`src/rtl/lsu_ctrl_pkg.sv`:
```
// rtl/lsu_ctrl_pkg.sv - opcode/funct3 constants, LSU state encoding and decode helpers
package lsu_ctrl_pkg;

  localparam logic [6:0] opcode_load  = 7'b0000011;
  localparam logic [6:0] opcode_store = 7'b0100011;

  localparam logic [2:0] f3_lb  = 3'b000;
  localparam logic [2:0] f3_lh  = 3'b001;
  localparam logic [2:0] f3_lw  = 3'b010;
  localparam logic [2:0] f3_lbu = 3'b100;
  localparam logic [2:0] f3_lhu = 3'b101;
  localparam logic [2:0] f3_sb  = 3'b000;
  localparam logic [2:0] f3_sh  = 3'b001;
  localparam logic [2:0] f3_sw  = 3'b010;

  typedef enum logic [1:0] {
    LSU_IDLE   = 2'd0,
    LSU_ACCESS = 2'd1,
    LSU_DONE   = 2'd2
  } lsu_state_e;

  function automatic logic legal_f3(input logic is_load, input logic [2:0] f3);
    if (is_load)
      return f3 inside {f3_lb, f3_lh, f3_lw, f3_lbu, f3_lhu};
    return f3 inside {f3_sb, f3_sh, f3_sw};
  endfunction

  // funct3[1:0] encodes access size for both loads and stores
  function automatic logic misaligned(input logic [2:0] f3, input logic [1:0] a);
    case (f3[1:0])
      2'b01:   return a[0];
      2'b10:   return a != 2'b00;
      default: return 1'b0;
    endcase
  endfunction

endpackage

```
`src/rtl/lsu_ctrl_if.sv`:
```
// rtl/lsu_ctrl_if.sv - data-memory request/ready bus between the LSU and memory
interface lsu_ctrl_if;
  logic        mem_req;
  logic        mem_we;
  logic [31:0] mem_addr;
  logic [3:0]  mem_be;
  logic [31:0] mem_wdata;
  logic        mem_ready;
  logic [31:0] mem_rdata;

  modport master (
    output mem_req, mem_we, mem_addr, mem_be, mem_wdata,
    input  mem_ready, mem_rdata
  );

  modport slave (
    input  mem_req, mem_we, mem_addr, mem_be, mem_wdata,
    output mem_ready, mem_rdata
  );
endinterface

```
`src/rtl/lsu_align.sv`:
```
// rtl/lsu_align.sv - store lane replication/byte enables and load lane extract/extend
module lsu_align
  import lsu_ctrl_pkg::*;
(
  input  logic [2:0]  st_funct3_i,
  input  logic [1:0]  st_addr_i,
  input  logic [31:0] st_data_i,
  output logic [3:0]  st_be_o,
  output logic [31:0] st_data_o,
  input  logic [2:0]  ld_funct3_i,
  input  logic [1:0]  ld_addr_i,
  input  logic [31:0] ld_rdata_i,
  output logic [31:0] ld_data_o
);

  logic [7:0]  ld_byte;
  logic [15:0] ld_half;

  always_comb begin
    st_be_o   = 4'b1111;
    st_data_o = st_data_i;
    case (st_funct3_i)
      f3_sb: begin
        st_be_o   = 4'b0001 << st_addr_i;
        st_data_o = {4{st_data_i[7:0]}};
      end
      f3_sh: begin
        st_be_o   = st_addr_i[1] ? 4'b1100 : 4'b0011;
        st_data_o = {2{st_data_i[15:0]}};
      end
      default: ;
    endcase
  end

  always_comb begin
    ld_byte = ld_rdata_i[{ld_addr_i, 3'b000} +: 8];
    ld_half = ld_addr_i[1] ? ld_rdata_i[31:16] : ld_rdata_i[15:0];
    case (ld_funct3_i)
      f3_lb:   ld_data_o = {{24{ld_byte[7]}}, ld_byte};
      f3_lh:   ld_data_o = {{16{ld_half[15]}}, ld_half};
      f3_lbu:  ld_data_o = {24'h0, ld_byte};
      f3_lhu:  ld_data_o = {16'h0, ld_half};
      default: ld_data_o = ld_rdata_i;
    endcase
  end

endmodule

```
`src/rtl/lsu_ctrl.sv`:
```
// rtl/lsu_ctrl.sv - MEM-stage load/store sequencer: decode, bus handshake, stall, fault and timeout
module lsu_ctrl
  import lsu_ctrl_pkg::*;
#(
  parameter int TIMEOUT = 255
) (
  input  logic              clk,
  input  logic              rst_n,
  input  logic [6:0]        opcode_i,
  input  logic [2:0]        funct3_i,
  input  logic [31:0]       addr_i,
  input  logic [31:0]       wdata_i,
  lsu_ctrl_if.master        mem,
  output logic              stall_o,
  output logic [31:0]       load_data_o,
  output logic              load_valid_o,
  output logic              fault_o
);

  localparam int CNT_W = (TIMEOUT < 2) ? 1 : $clog2(TIMEOUT + 1);

  lsu_state_e        state_q, state_d;
  logic              req_q, req_d;
  logic              we_q, we_d;
  logic [31:0]       addr_q, addr_d;
  logic [3:0]        be_q, be_d;
  logic [31:0]       wdata_q, wdata_d;
  logic              is_load_q, is_load_d;
  logic [2:0]        ld_f3_q, ld_f3_d;
  logic [1:0]        ld_addr_q, ld_addr_d;
  logic [CNT_W-1:0]  cnt_q, cnt_d;
  logic [31:0]       load_data_q, load_data_d;
  logic              load_valid_q, load_valid_d;
  logic              fault_q, fault_d;

  logic        is_load, is_store, op_ok, op_bad, timeout_hit;
  logic [3:0]  st_be;
  logic [31:0] st_data, ld_ext;

  assign is_load     = opcode_i == opcode_load;
  assign is_store    = opcode_i == opcode_store;
  assign op_ok       = (is_load || is_store) && legal_f3(is_load, funct3_i)
                       && !misaligned(funct3_i, addr_i[1:0]);
  assign op_bad      = (is_load || is_store) && !op_ok;
  assign timeout_hit = (TIMEOUT != 0) && (cnt_q == CNT_W'(TIMEOUT - 1));

  lsu_align u_align (
    .st_funct3_i (funct3_i),
    .st_addr_i   (addr_i[1:0]),
    .st_data_i   (wdata_i),
    .st_be_o     (st_be),
    .st_data_o   (st_data),
    .ld_funct3_i (ld_f3_q),
    .ld_addr_i   (ld_addr_q),
    .ld_rdata_i  (mem.mem_rdata),
    .ld_data_o   (ld_ext)
  );

  always_ff @(posedge clk or negedge rst_n) begin
    if (!rst_n) begin
      state_q      <= LSU_IDLE;
      req_q        <= 1'b0;
      we_q         <= 1'b0;
      addr_q       <= '0;
      be_q         <= '0;
      wdata_q      <= '0;
      is_load_q    <= 1'b0;
      ld_f3_q      <= '0;
      ld_addr_q    <= '0;
      cnt_q        <= '0;
      load_data_q  <= '0;
      load_valid_q <= 1'b0;
      fault_q      <= 1'b0;
    end else begin
      state_q      <= state_d;
      req_q        <= req_d;
      we_q         <= we_d;
      addr_q       <= addr_d;
      be_q         <= be_d;
      wdata_q      <= wdata_d;
      is_load_q    <= is_load_d;
      ld_f3_q      <= ld_f3_d;
      ld_addr_q    <= ld_addr_d;
      cnt_q        <= cnt_d;
      load_data_q  <= load_data_d;
      load_valid_q <= load_valid_d;
      fault_q      <= fault_d;
    end
  end

  always_comb begin
    state_d = state_q;
    case (state_q)
      LSU_IDLE:   if (op_ok) state_d = LSU_ACCESS;
      LSU_ACCESS: if (mem.mem_ready || timeout_hit) state_d = LSU_DONE;
      default:    state_d = LSU_IDLE;
    endcase
  end

  // Bus registers only change in IDLE, which keeps them stable for the whole request
  always_comb begin
    req_d        = req_q;
    we_d         = we_q;
    addr_d       = addr_q;
    be_d         = be_q;
    wdata_d      = wdata_q;
    is_load_d    = is_load_q;
    ld_f3_d      = ld_f3_q;
    ld_addr_d    = ld_addr_q;
    cnt_d        = cnt_q;
    load_data_d  = load_data_q;
    load_valid_d = 1'b0;
    fault_d      = 1'b0;
    case (state_q)
      LSU_IDLE: begin
        if (op_ok) begin
          req_d     = 1'b1;
          we_d      = is_store;
          addr_d    = {addr_i[31:2], 2'b00};
          be_d      = is_store ? st_be : 4'b1111;
          wdata_d   = st_data;
          is_load_d = is_load;
          ld_f3_d   = funct3_i;
          ld_addr_d = addr_i[1:0];
          cnt_d     = '0;
        end else if (op_bad) begin
          fault_d = 1'b1;
        end
      end
      LSU_ACCESS: begin
        cnt_d = cnt_q + 1'b1;
        if (mem.mem_ready) begin
          req_d = 1'b0;
          if (is_load_q) begin
            load_data_d  = ld_ext;
            load_valid_d = 1'b1;
          end
        end else if (timeout_hit) begin
          req_d   = 1'b0;
          fault_d = 1'b1;
        end
      end
      default: ;
    endcase
  end

  // Gated by rst_n so every output reads 0 while reset is held
  assign stall_o = rst_n && ((state_q == LSU_ACCESS) || ((state_q == LSU_IDLE) && op_ok));

  assign mem.mem_req   = req_q;
  assign mem.mem_we    = we_q;
  assign mem.mem_addr  = addr_q;
  assign mem.mem_be    = be_q;
  assign mem.mem_wdata = wdata_q;
  assign load_data_o   = load_data_q;
  assign load_valid_o  = load_valid_q;
  assign fault_o       = fault_q;

endmodule

```
`src/flat_wrapper.sv`:
```
// flat-port wrapper written by rule: the top's interface ports become plain ports
module lsu_ctrl_flat import lsu_ctrl_pkg::*;
#(
  parameter int TIMEOUT = 255
)
  (clk, rst_n, opcode_i, funct3_i, addr_i, wdata_i, stall_o, load_data_o, load_valid_o, fault_o, mem_mem_req, mem_mem_we, mem_mem_addr, mem_mem_be, mem_mem_wdata, mem_mem_ready, mem_mem_rdata);
  lsu_ctrl_if mem_i ();
  input  logic clk;
  input  logic rst_n;
  input  logic [6:0] opcode_i;
  input  logic [2:0] funct3_i;
  input  logic [31:0] addr_i;
  input  logic [31:0] wdata_i;
  output logic stall_o;
  output logic [31:0] load_data_o;
  output logic load_valid_o;
  output logic fault_o;
  output wire logic [$bits(mem_i.mem_req)-1:0] mem_mem_req;
  output wire logic [$bits(mem_i.mem_we)-1:0] mem_mem_we;
  output wire logic [$bits(mem_i.mem_addr)-1:0] mem_mem_addr;
  output wire logic [$bits(mem_i.mem_be)-1:0] mem_mem_be;
  output wire logic [$bits(mem_i.mem_wdata)-1:0] mem_mem_wdata;
  input wire logic [$bits(mem_i.mem_ready)-1:0] mem_mem_ready;
  input wire logic [$bits(mem_i.mem_rdata)-1:0] mem_mem_rdata;
  assign mem_mem_req = mem_i.mem_req;
  assign mem_mem_we = mem_i.mem_we;
  assign mem_mem_addr = mem_i.mem_addr;
  assign mem_mem_be = mem_i.mem_be;
  assign mem_mem_wdata = mem_i.mem_wdata;
  assign mem_i.mem_ready = mem_mem_ready;
  assign mem_i.mem_rdata = mem_mem_rdata;
  lsu_ctrl #(.TIMEOUT(TIMEOUT)) u_core (.clk(clk), .rst_n(rst_n), .opcode_i(opcode_i), .funct3_i(funct3_i), .addr_i(addr_i), .wdata_i(wdata_i), .mem(mem_i), .stall_o(stall_o), .load_data_o(load_data_o), .load_valid_o(load_valid_o), .fault_o(fault_o));
endmodule
```
`config.mk`:
```
export PLATFORM = sky130hd
export DESIGN_NAME = lsu_ctrl_flat
export DESIGN_NICKNAME = d
export VERILOG_FILES = /design/src/rtl/lsu_ctrl_pkg.sv /design/src/rtl/lsu_ctrl_if.sv /design/src/rtl/lsu_align.sv /design/src/rtl/lsu_ctrl.sv /design/src/flat_wrapper.sv
export SDC_FILE = /design/constraint.sdc
export NUM_CORES = 1
export LEC_CHECK = 0
export ABC_CLOCK_PERIOD_IN_PS = 3200
export BUFFER_PORTS_ARGS = -buffer_cell sky130_fd_sc_hd__buf_4
export CAP_MARGIN = 10
export CORE_MARGIN = 1.5
export CORE_UTILIZATION = 45
export CTS_CLUSTER_DIAMETER = 40
export DETAILED_ROUTE_END_ITERATION = 7
export HOLD_SLACK_MARGIN = 0.1
export PLACE_DENSITY = 0.71
export SLEW_MARGIN = 20
export SYNTH_ARGS = -nofsm -noshare
export SYNTH_HDL_FRONTEND = slang
export SYNTH_SLANG_ARGS = --single-unit
```
`constraint.sdc`:
```
create_clock -name clk -period 3.2 [get_ports clk]
set_input_delay 0.64 -clock clk [delete_from_list [all_inputs] [get_ports clk]]
set_output_delay 0.64 -clock clk [all_outputs]
set_load 0.005 [all_outputs]
```
; ---- Word level (Yosys, flattened, before mapping)
; Index checks and enable logic that the tools add are counted.
[word_totals]
register_bits = 118
input_bits = 109
[op_classes]
addsub = 1
n_eq_ne = 16
n_shift = 2
mux = 27
reduce_logical = 22
[op_table]
columns = operator, count
row1 = $pmux W32 S4, 1
row2 = $pmux W32 S2, 1
row3 = $shiftx A32 B6 Y8, 1
row4 = $mux W16, 1
row5 = $pmux W8 S2, 1
row6 = $mux W1, 13
row7 = $eq A3 B3 Y1 const B, 4
row8 = $add A8 B1 Y8 const B, 1
row9 = $eq A8 B8 Y1 const B, 1
row10 = $mux W4, 2
row11 = $mux W8, 1
row12 = $pmux W4 S2, 1
row13 = $eq A7 B2 Y1 const B, 1
row14 = $eq A7 B6 Y1 const B, 1
row15 = $eq A3 B1 Y1 const B, 2
row16 = $logic_not A3 Y1, 2
row17 = $pmux W1 S2, 3
row18 = $reduce_and A2 Y1, 3
row19 = $reduce_and A3 Y1, 2
row20 = $logic_and A1 B1 Y1, 5
row21 = $reduce_bool A5 Y1, 1
row22 = $eq A2 B1 Y1 const B, 2
row23 = $mux W2, 2
row24 = $ne A2 B1 Y1 const B, 2
row25 = 10 further kinds, 14

; ---- Longest topological paths before layout
; Gate-level depths: netlist (run 1).
[depth]
depth_word = 11
ltp_mapped = 9
ltp_nobuf = 6

; ---- Cells and area by module
; From an unflattened synthesis (run 1), not the netlist that was laid out.
[hier_totals]
cells_unflattened = 498
area_unflattened_um2 = 6034.5
[by_module_without_submodules]
columns = mod, n_inst, cells_per_inst, area_each_um2, seq_area_each_um2
row1 = lsu_ctrl, 1, 316, 4714.5, 2952.8
row2 = lsu_align, 1, 182, 1320.0, 0.0

; ---- Least setup slack after synthesis (run 1)
; OpenSTA, ideal clock, no wires.
[synth_path]
path_type = input -> output
startpoint = input opcode_i[3]
endpoint = output stall_o
t_arrival_ns = 2.206
required_ns = 2.560
setup_slack_ns = 0.354
stages = 6
cell_sequence = or4_1 > or2_1 > nor4b_4 > buf_6 > buf_2 > o21a_1
[synth_via]
elab_chain_len = 8
elab_cells_between_ends = 10
[synth_lines]
columns = element, line
row1 = start: declaration, flat_wrapper.sv:10  ; input logic [6:0] opcode_i;
row2 = $eq A7 B2 Y1, lsu_ctrl.sv:40  ; assign is_load = opcode_i == opcode_load;
row3 = $mux W1, lsu_ctrl_pkg.sv:23  ; if (is_load)
row4 = $mux W1, lsu_ctrl_pkg.sv:25  ; return f3 inside {f3_sb, f3_sh, f3_sw};
row5 = $logic_and A1 B1 Y1 *, lsu_ctrl.sv:42  ; assign op_ok = (is_load || is_store) && legal_f3(is_load, funct3_i)
row6 = $logic_and A1 B1 Y1 *, lsu_ctrl.sv:43  ; && !misaligned(funct3_i, addr_i[1:0]);
row7 = $logic_and A1 B1 Y1 *, lsu_ctrl.sv:148  ; assign stall_o = rst_n && ((state_q == LSU_ACCESS) || ((state_q == LSU_IDLE) && op_ok));
row8 = $logic_or A1 B1 Y1 *, lsu_ctrl.sv:148
row9 = $logic_and A1 B1 Y1 *, lsu_ctrl.sv:148
row10 = end: declaration, flat_wrapper.sv:14  ; output logic stall_o;
; Every way passes the cells marked *; elsewhere a longest branch is shown, timed or not.

; ---- Final worst setup path (run 1)
; Ends and elaborated chain as after synthesis.

==> results.json, run 1 <==
{
  "startpoint": "opcode_i[3]",
  "crit_top_cell": "buf_4",
  "p_comb_share_pct": 15.6,
  "ir_drop_uv": 302,
  "clock-root-buffer": "clkbuf_16",
  "place_area_um2": 7320,
  "num_io_pins": 214,
  "clockBufferDepth": 2,
  "ys_top_cells_by_area": "dfrtp_1 52%, mux2_1 9.8%, mux2_2 8.0%, nand2_1 3.4%, nand3_1 3.4%",
  "fillers": 991,
  "relSlewSlack_pct": 35.0,
  "final_core_util_pct": 65.3,
  "max_stage_delay_ns": 0.56,
  "p_leak_uw": 0.00408,
  "start_kind": "primary input",
  "max_freq_mhz": 355,
  "grt_pass1_wl_um": 23500,
  "yosysUniqueCellTypes": 44,
  "netlist_area_um2": 5630,
  "seq_area_frac_synth_pct": 52.5,
  "clock_latency_ns": 0.40,
  "worst_setup_path_end_kind": "primary output",
  "yosysWarnings": 0,
  "avgSynthCellArea_um2": 11.3,
  "diodes": 0,
  "postCtsHoldBufs": 0,
  "path_cells": "buf_4, or4_1, or2_1, nor4b_4, o21a_1, buf_4",
  "post-route-period-util_pct": 88.0,
  "cts_buffers": 17,
  "overflow": 0,
  "yosysMostFrequentCell": "dfrtp_1",
  "slew_viol_final": 0,
  "stdcell_area_um2": 7910,
  "grt_pass1_vias": 4693,
  "grt_usage_pct": 22.9,
  "die_area_um2": 13200,
  "htreeDepth": 4,
  "die_y_um": 115,
  "powerDensity_nw_per_um2": 552,
  "cts_resized": 0,
  "syn_to_final_growth_pct": 40.6,
  "routed_via_density": 5.31,
  "seqPwrFrac_pct": 41.3,
  "fin_tns_setup_ns": 0,
  "antenna_found_initial": 0,
  "io_buffers": 211,
  "ys_ff_latch": 118,
  "start_util_pct": 46.4,
  "synth_cells": 498,
  "grt_max_degree": 119,
  "p_sw_uw": 1040,
  "rsz0062_at_grt": "false",
  "synth_top_area_share_pct": 52.5,
  "gp_congestion": 0.878,
  "dr.pass1.iters": 4,
  "crit-reg2reg-launch": "u_core.state_q[0]",
  "worst_pin_slew_ns": 0.973,
  "yosysTopAreaCell": "dfrtp_1",
  "fin_skew_ns": 0.00642,
  "die_x_um": 115,
  "hpwl_um": 10700,
  "p_int_uw": 3320,
  "status": "complete, no violations",
  "critical_path_class": "in2out",
  "swShare_pct": 23.9,
  "crit_required_ns": 2.56,
  "drcViolationCount": 0,
  "rows": 40,
  "clkPwrFrac_pct": 43.1,
  "critical_path_arrival_ns": 2.18,
  "drt_iter0_drc": 303,
  "crit_slowest_cell": "or4_1",
  "final_nets": 816,
  "finalSetupViolCount": 0,
  "num_vias": 4666,
  "async_reset_ff_share_pct": 100,
  "clk_pin_slew_ns": 0.05,
  "ys.flop_type": "dfrtp_1",
  "cts_tree": "yes",
  "post_cts_buffers": 0,
  "postRouteAntennaNets": 0,
  "synth_common_cells": "118 x dfrtp_1, 51 x nand2_1, 49 x mux2_1, 40 x mux2_2, 38 x nand3_1",
  "clkSinkCount": 118,
  "finalHoldViolCount": 0,
  "period_needed_ns": 2.82,
  "drv_cap": 0,
  "worstHoldPathType": "in2async",
  "core-area_um2": 12100,
  "worst-path-max-fanout": 3,
  "drive_gt1_share_pct": 40.9,
  "routedWlPerCell_um": 17.0,
  "synth_edf_count": 0,
  "drt-total-wl_um": 14900,
  "holdWs_ns": 0.318
}
[cell families after synthesis]
| family | after synthesis | synth area share [%] |
|---|---|---|
| simple gates | 153 | 13.1 |
| flops | 118 | 52.5 |
| mux | 92 | 18.6 |
| compound gates | 79 | 9.96 |
| buf+inv | 47 | 4.20 |
| fa+ha+maj | 5 | 1.11 |
| xor+xnor | 3 | 0.467 |
| other cells | 1 | 0.0667 |
[state kept, by name (all words and copies together) (netlist names), 2 cells and up]
name / flops
u_core.mem.mem_wdata: 32
u_core.mem.mem_be: 4
u_core.ld_f3_q: 3
u_core.load_data_o: 32
u_core.mem.mem_addr: 30
u_core.cnt_q: 8
u_core.ld_addr_q: 2
u_core.state_q: 2
[layout make-up]
type | instances | area [um^2] | share of cell area [%]
Tap cell | 168 | 210 | 2.66
Clock inverter | 3 | 65.1 | 0.822
Timing Repair Buffer | 220 | 1680 | 21.2
Clock buffer | 25 | 526 | 6.64
Sequential cell | 118 | 2950 | 37.3
Inverter | 11 | 41.3 | 0.522
Multi-Input combinational cell | 334 | 2440 | 30.8
[worst max-delay path: cells and delay by family]
kind | cells | cell delay (ns)
AOI/OAI and AO/OA | 1 | 0.17
buffers and inverters | 2 | 0.21
and+or+nand+nor | 3 | 1.15
[power by group through the flow]
stage	Clock [uW]	Combinational, uW	Sequential, uW
floorplan	0	307	1790
global placement	0	668	1810
detailed placement	0	687	1820
CTS	1920	689	1800
global route	2000	752	1830
finish	1880	681	1800
[cell usage in the layout, fill, tap and decap left out, types with 3 or more instances in the layout]
| master | instances |
|---|---|
| nor2_1 | 26 |
| a311oi_1 | 7 |
| dfrtp_1 | 118 |
| mux2_2 | 40 |
| nand2_1 | 51 |
| a211oi_1 | 9 |
| or4_1 | 4 |
| xor2_1 | 3 |
| o21a_1 | 8 |
| o211ai_1 | 4 |
| nor3b_1 | 7 |
| mux2_1 | 49 |
| clkbuf_8 | 7 |
| buf_4 | 218 |
| o21ai_0 | 17 |
| o31ai_1 | 7 |
| nand2b_1 | 3 |
| inv_1 | 10 |
| nand3_1 | 38 |
| a21oi_1 | 3 |
| clkbuf_16 | 17 |
| ha_1 | 5 |
| a22oi_1 | 8 |
| a22o_1 | 8 |
| nor3_1 | 8 |
| nor2b_1 | 7 |
[per-stage QoR]
step | power (uW) | setup slack (ns) | std cells
2_1_floorplan | 2100 | 0.354 | 499
3_3_place_gp | 2480 | 0.357 | 851
3_5_place_dp | 2510 | 0.324 | 851
4_1_cts | 4410 | 0.361 | 879
5_1_grt | 4580 | 0.318 | 879
6_report | 4370 | 0.384 | 879
[final timing paths]
check / slack (ns) / endpoint / cells after the start
max reg2reg: 0.76 / u_core.load_data_o[30] / 4
max: 0.38 / stall_o / 6
min in group clk: 0.45 / u_core.mem.mem_addr[4] / 2
min reg2reg: 0.48 / u_core.mem.mem_addr[9] / 1
min: 0.32 / u_core.mem.mem_addr[3] / 2
max in group asynchronous: 2.30 / u_core.load_data_o[6] / 2
[per-layer routing]
metal  track usage (%)  routed length, um  part of all wire, %  vias to the layer above
li1                  -                  -                    -                     2199
met1              28.7               6250                   42                     2249
met2              36.8               7060                   47                      197
met3              7.43               1350                  9.0                       21
met4              9.88                282                  1.9                        0
met5                 0                  0                    0                        -
(Power assumes the default switching activity.)
==> inputs of run 2 (changes only) <==
- ABC_CLOCK_PERIOD_IN_PS: 3200 -> 2380
- CELL_PAD_IN_SITES_DETAIL_PLACEMENT: unset -> 1
- CELL_PAD_IN_SITES_GLOBAL_PLACEMENT: unset -> 1
- CORE_UTILIZATION: 45 -> 34
- PLACE_DENSITY: 0.71 -> 0.74
- clock period: 3.2 -> 2.38 ns (I/O delays scaled with it)
==> results.json, run 2 (synthesis gave the netlist of run 1 again) <==
{
  "status": "complete, no violations",
  "postCtsHoldBufs": 0,
  "worst-path-max-fanout": 3,
  "worst_pin_slew_ns": 0.683,
  "drcViolationCount": 0,
  "diodes": 0,
  "cts_buffers": 17,
  "powerDensity_nw_per_um2": 758,
  "hpwl_um": 13500,
  "rsz0062_at_grt": "true",
  "place_area_um2": 7520,
  "clock-root-buffer": "clkbuf_16",
  "gp_congestion": 0.873,
  "grt_pass1_wl_um": 29300,
  "die_area_um2": 17300,
  "relSlewSlack_pct": 54.4,
  "grt_pass1_vias": 5248,
  "final_cell_mix": "233 x buf_4, 118 x dfrtp_1, 51 x nand2_1",
  "fillers": 1781,
  "drv_cap": 0,
  "slew_viol_final": 0,
  "mostFrequentLayoutCell": "buf_4",
  "overflow": 0,
  "final_nets": 832,
  "routed_via_density": 5.07,
  "critical_path_arrival_ns": 1.89,
  "critical_path_class": "in2out",
  "clkSinkCount": 118,
  "dr.pass1.iters": 4,
  "rows": 46,
  "antenna_found_initial": 0,
  "r2r_end": "u_core.load_data_o[22]",
  "period_needed_ns": 2.37,
  "holdWs_ns": 0.206,
  "grt_usage_pct": 21.3,
  "max_freq_mhz": 423,
  "top_layer": "met4",
  "met3WireLength_um": 1240,
  "post-route-period-util_pct": 99.4,
  "clk_pin_slew_ns": 0.05,
  "cts_tree": "yes",
  "r2r_cells": 5,
  "finalSetupViolCount": 0,
  "core-area_um2": 16000,
  "num_vias": 4799,
  "fin_skew_ns": 0.00582,
  "m1WireLength_um": 7670,
  "drt-total-wl_um": 17800,
  "die_x_um": 132,
  "htreeDepth": 4,
  "clockBufferDepth": 2,
  "worst_setup_path_end_kind": "primary output",
  "start_kind": "primary input",
  "ir_drop_uv": 492,
  "die_y_um": 132,
  "grt_max_degree": 119,
  "crit_required_ns": 1.90,
  "stdcell_area_um2": 8170,
  "r2r_setup_slack_ns": 0.47,
  "drive_gt1_share_pct": 42.8,
  "finalHoldViolCount": 0,
  "worstHoldPathType": "in2async",
  "start_util_pct": 35.2,
  "postRouteAntennaNets": 0,
  "routedWlPerCell_um": 18.8,
  "post_cts_buffers": 0,
  "clock_latency_ns": 0.41,
  "crit-reg2reg-launch": "u_core.ld_addr_q[1]",
  "num_io_pins": 214,
  "io_buffers": 211,
  "drt_iter0_drc": 174,
  "syn_to_final_growth_pct": 45.2,
  "p_leak_uw": 0.00419,
  "met2WireLength_um": 8590
}
-- run 2: changes by cell type in the layout (fill, tap and decap cells not counted), moves of 2 or more --
cell	before	now
clkinv_2	1	5
buf_4	218	233
bufinv_16	2	5
clkbuf_1	1	3
clkbuf_8	7	2
-- run 2: power breakdown --
group          switching (uW)  leakage [uW]  internal, uW
Sequential                196       0.00159          2230
Clock                     891      0.000318          1900
Combinational             434       0.00229           543
-- run 2: routing by layer --
layer  up-vias  global-route usage (%)
met3        25                    6.75
met4         0                    7.28
li1       2221                       -
met5         -                       0
met2       174                    34.6
met1      2379                    26.8
-- run 2: per-stage QoR --
stage               util [%]  TNS (ns)  power [uW]  std cells  setup WS [ns]
floorplan                  -   -0.0890        2820        499        -0.0890
CTS                     51.0         0        6260        947        0.00194
detailed placement      47.0    -10.50        3440        915         -0.174
global route            51.0   -0.0613        6480        947        -0.0613
global placement        47.0     -8.19        3380        915         -0.125
finish                  51.0         0        6190        947         0.0146
-- run 2: layout make-up --
| cell class | count | area [um^2] | area share [%] |
|---|---|---|---|
| clock buffer | 22 | 464 | 5.68 |
| clock inverter | 10 | 175 | 2.14 |
| inverter | 11 | 41.3 | 0.506 |
| multi-input combinational | 334 | 2450 | 30.1 |
| sequential | 118 | 2950 | 36.2 |
| tap | 216 | 270 | 3.31 |
| timing repair buffer | 236 | 1810 | 22.2 |
-- run 2: how the worst max path moves through the flow --
stage                 from                       to  slack [ns]  cells past startpoint
3_3_place_gp   opcode_i[3]  u_core.mem.mem_addr[29]       -0.13                      6
4_1_cts        opcode_i[3]                  stall_o       0.002                      6
5_1_grt        opcode_i[3]                  stall_o       -0.06                      6
2_1_floorplan  opcode_i[3]                  stall_o       -0.09                      6
6_report       opcode_i[3]                  stall_o        0.01                      6
3_5_place_dp   opcode_i[3]  u_core.mem.mem_addr[27]       -0.17                      6
-- run 2: what timing repair did --
item	CTS	global route
endpoints found under the hold margin	0	0
resized for setup	1	0
endpoints found under the setup margin	1	1
gates cloned	0	0
pin swaps	0	0
-- run 2: worst max-delay path, cell delays in order --
cell and delay, ns:
buf_4 0.11, or4_4 0.53, or2_4 0.26, nor4b_4 0.25, o21a_1 0.15, buf_4 0.11
==> inputs of run 3 (changes only) <==
- BUFFER_PORTS_ARGS: -buffer_cell sky130_fd_sc_hd__buf_4 -> unset
- CORE_UTILIZATION: 34 -> 43
- DONT_BUFFER_PORTS: unset -> 1
- PLACE_DENSITY: 0.74 -> 0.72
- SETUP_SLACK_MARGIN: unset -> 0.4
==> results.json, run 3 (synthesis gave the netlist of run 1 again) <==
{
  "worst_pin_slew_ns": 0.608,
  "antenna_found_initial": 0,
  "mostFrequentLayoutCell": "dfrtp_1",
  "drive_gt1_share_pct": 31.3,
  "cts_tree": "yes",
  "worst-path-max-fanout": 3,
  "final_cells": 706,
  "die_area_um2": 13800,
  "finalHoldViolCount": 118,
  "clock-root-buffer": "clkbuf_16",
  "cts_buffers": 17,
  "dp_cells": 657,
  "finalSetupViolCount": 0,
  "routedWlPerCell_um": 23.7,
  "ir_drop_uv": 438,
  "max_freq_mhz": 439,
  "final_cell_mix": "117 x dfrtp_1, 69 x mux2_4, 51 x nand2_1",
  "p_leak_uw": 0.00326,
  "critical_path_arrival_ns": 1.80,
  "worstHoldPathType": "in2async",
  "fillers": 1298,
  "violations": "hold timing",
  "io_buffers": 0,
  "num_io_pins": 214,
  "fin_skew_ns": 0.00663,
  "clock_latency_ns": 0.42,
  "gp_congestion": 0.798,
  "clockBufferDepth": 2,
  "grt_max_degree": 120,
  "hpwl_um": 10900,
  "holdWs_ns": -0.241,
  "period_needed_ns": 2.28,
  "final_nets": 635,
  "r2r_cells": 3,
  "path_cells": "or4_4, or2_4, nor4b_4, buf_6, o21a_1",
  "status": "finished with violations",
  "core-area_um2": 12700,
  "htreeDepth": 4,
  "dr.pass1.iters": 4,
  "syn_to_final_growth_pct": 25.3,
  "powerDensity_nw_per_um2": 821,
  "diodes": 0,
  "drt-total-wl_um": 16700,
  "crit_required_ns": 1.90,
  "start_kind": "primary input",
  "start_util_pct": 44.4,
  "critical_path_class": "in2out",
  "relSlewSlack_pct": 59.4,
  "grt_pass1_wl_um": 24500,
  "rows": 41,
  "die_y_um": 117,
  "worst_setup_path_end_kind": "primary output",
  "drcViolationCount": 0,
  "slew_viol_final": 0,
  "clk_pin_slew_ns": 0.05,
  "crit_slowest_cell": "or4_4",
  "max_stage_delay_ns": 0.54,
  "die_x_um": 117,
  "drt_iter0_drc": 252,
  "routed_via_density": 5.87,
  "overflow": 0,
  "grt_usage_pct": 22.8,
  "num_vias": 4141,
  "rsz0062_at_grt": "true",
  "clkSinkCount": 118,
  "postRouteAntennaNets": 0,
  "post-route-period-util_pct": 95.8,
  "power_uw": 5790,
  "drv_cap": 0,
  "grt_pass1_vias": 4381
}
run 3: changes by cell type in the layout (fill, tap and decap cells not counted), sizes merged:
cell	change
buf	-204
clkinvlp	+5
bufinv	-1
clkinv	+1
inv	-1
clkbuf	+3
run 3: final timing paths:
| kind | slack [ns] | to | from |
|---|---|---|---|
| setup / recovery | 0.1 | stall_o | opcode_i[3] |
| hold / removal | -0.24 | u_core.cnt_q[3] | rst_n |
| setup reg to reg | 0.57 | u_core.load_data_o[3] | u_core.ld_f3_q[1] |
| hold reg to reg | 0.50 | u_core.fault_o | u_core.state_q[1] |
| max in group asynchronous | 2.47 | u_core.ld_f3_q[1] | rst_n |
| min in group clk | 0.20 | u_core.mem.mem_addr[22] | addr_i[22] |
run 3: cell type report:
cell class              instances  area [um^2]  share of cell area, %
multi-input cells             334         2720                   38.6
repair inverters                1         5.00                 0.0710
flip-flops and latches        118         2950                   41.9
repair buffers                 38          487                   6.91
inverters                      11         45.0                  0.639
clock inverters                13          180                   2.56
well taps                     172          215                   3.05
clock buffers                  19          443                   6.29
run 3: where the power goes:
part | leakage, uW | internal, uW | total [uW] | switching [uW]
clock network | 0.000299 | 1770 | 2690 | 920
logic | 0.00138 | 357 | 616 | 259
registers | 0.00159 | 2230 | 2480 | 250
run 3: stage by stage:
stage / worst slack [ns] / TNS (ns) / hold WS [ns] / utilization [%] / instance area, um^2
after floorplan: -0.0294 / -0.0294 / 0.180 / - / 5680
after global routing: 0.0544 / 0 / -0.265 / 55.6 / 7050
after CTS: 0.0537 / 0 / -0.262 / 51.8 / 6560
final: 0.0996 / 0 / -0.241 / 55.6 / 7050
after detailed placement: -0.0328 / -0.647 / 0.183 / 46.7 / 5920
after global placement: 0.0171 / 0 / 0.183 / 46.7 / 5920
run 3: worst max-delay path, delay by kind of cell:
family | cells | cell delay (ns)
compound gates | 1 | 0.12
buf+inv | 1 | 0.14
simple gates | 3 | 1.06
run 3: routing by layer:
layer  GRT usage [%]  vias to the layer above  share of wire (%)
met2            38.3                      216                 51
met4            8.80                        0                1.6
met3            10.2                       22                 10
li1                -                     1824                  -
met1            25.3                     2079                 37
met5               0                        -                  0
run 3: what timing repair did:
action                                  in CTS  in global routing
endpoints found under the setup margin       1                 98
pin swaps                                    1                  1
endpoints found under the hold margin      118                118
cloned                                       0                  8
buffers inserted                             2                  7
resized for setup                            1                 72
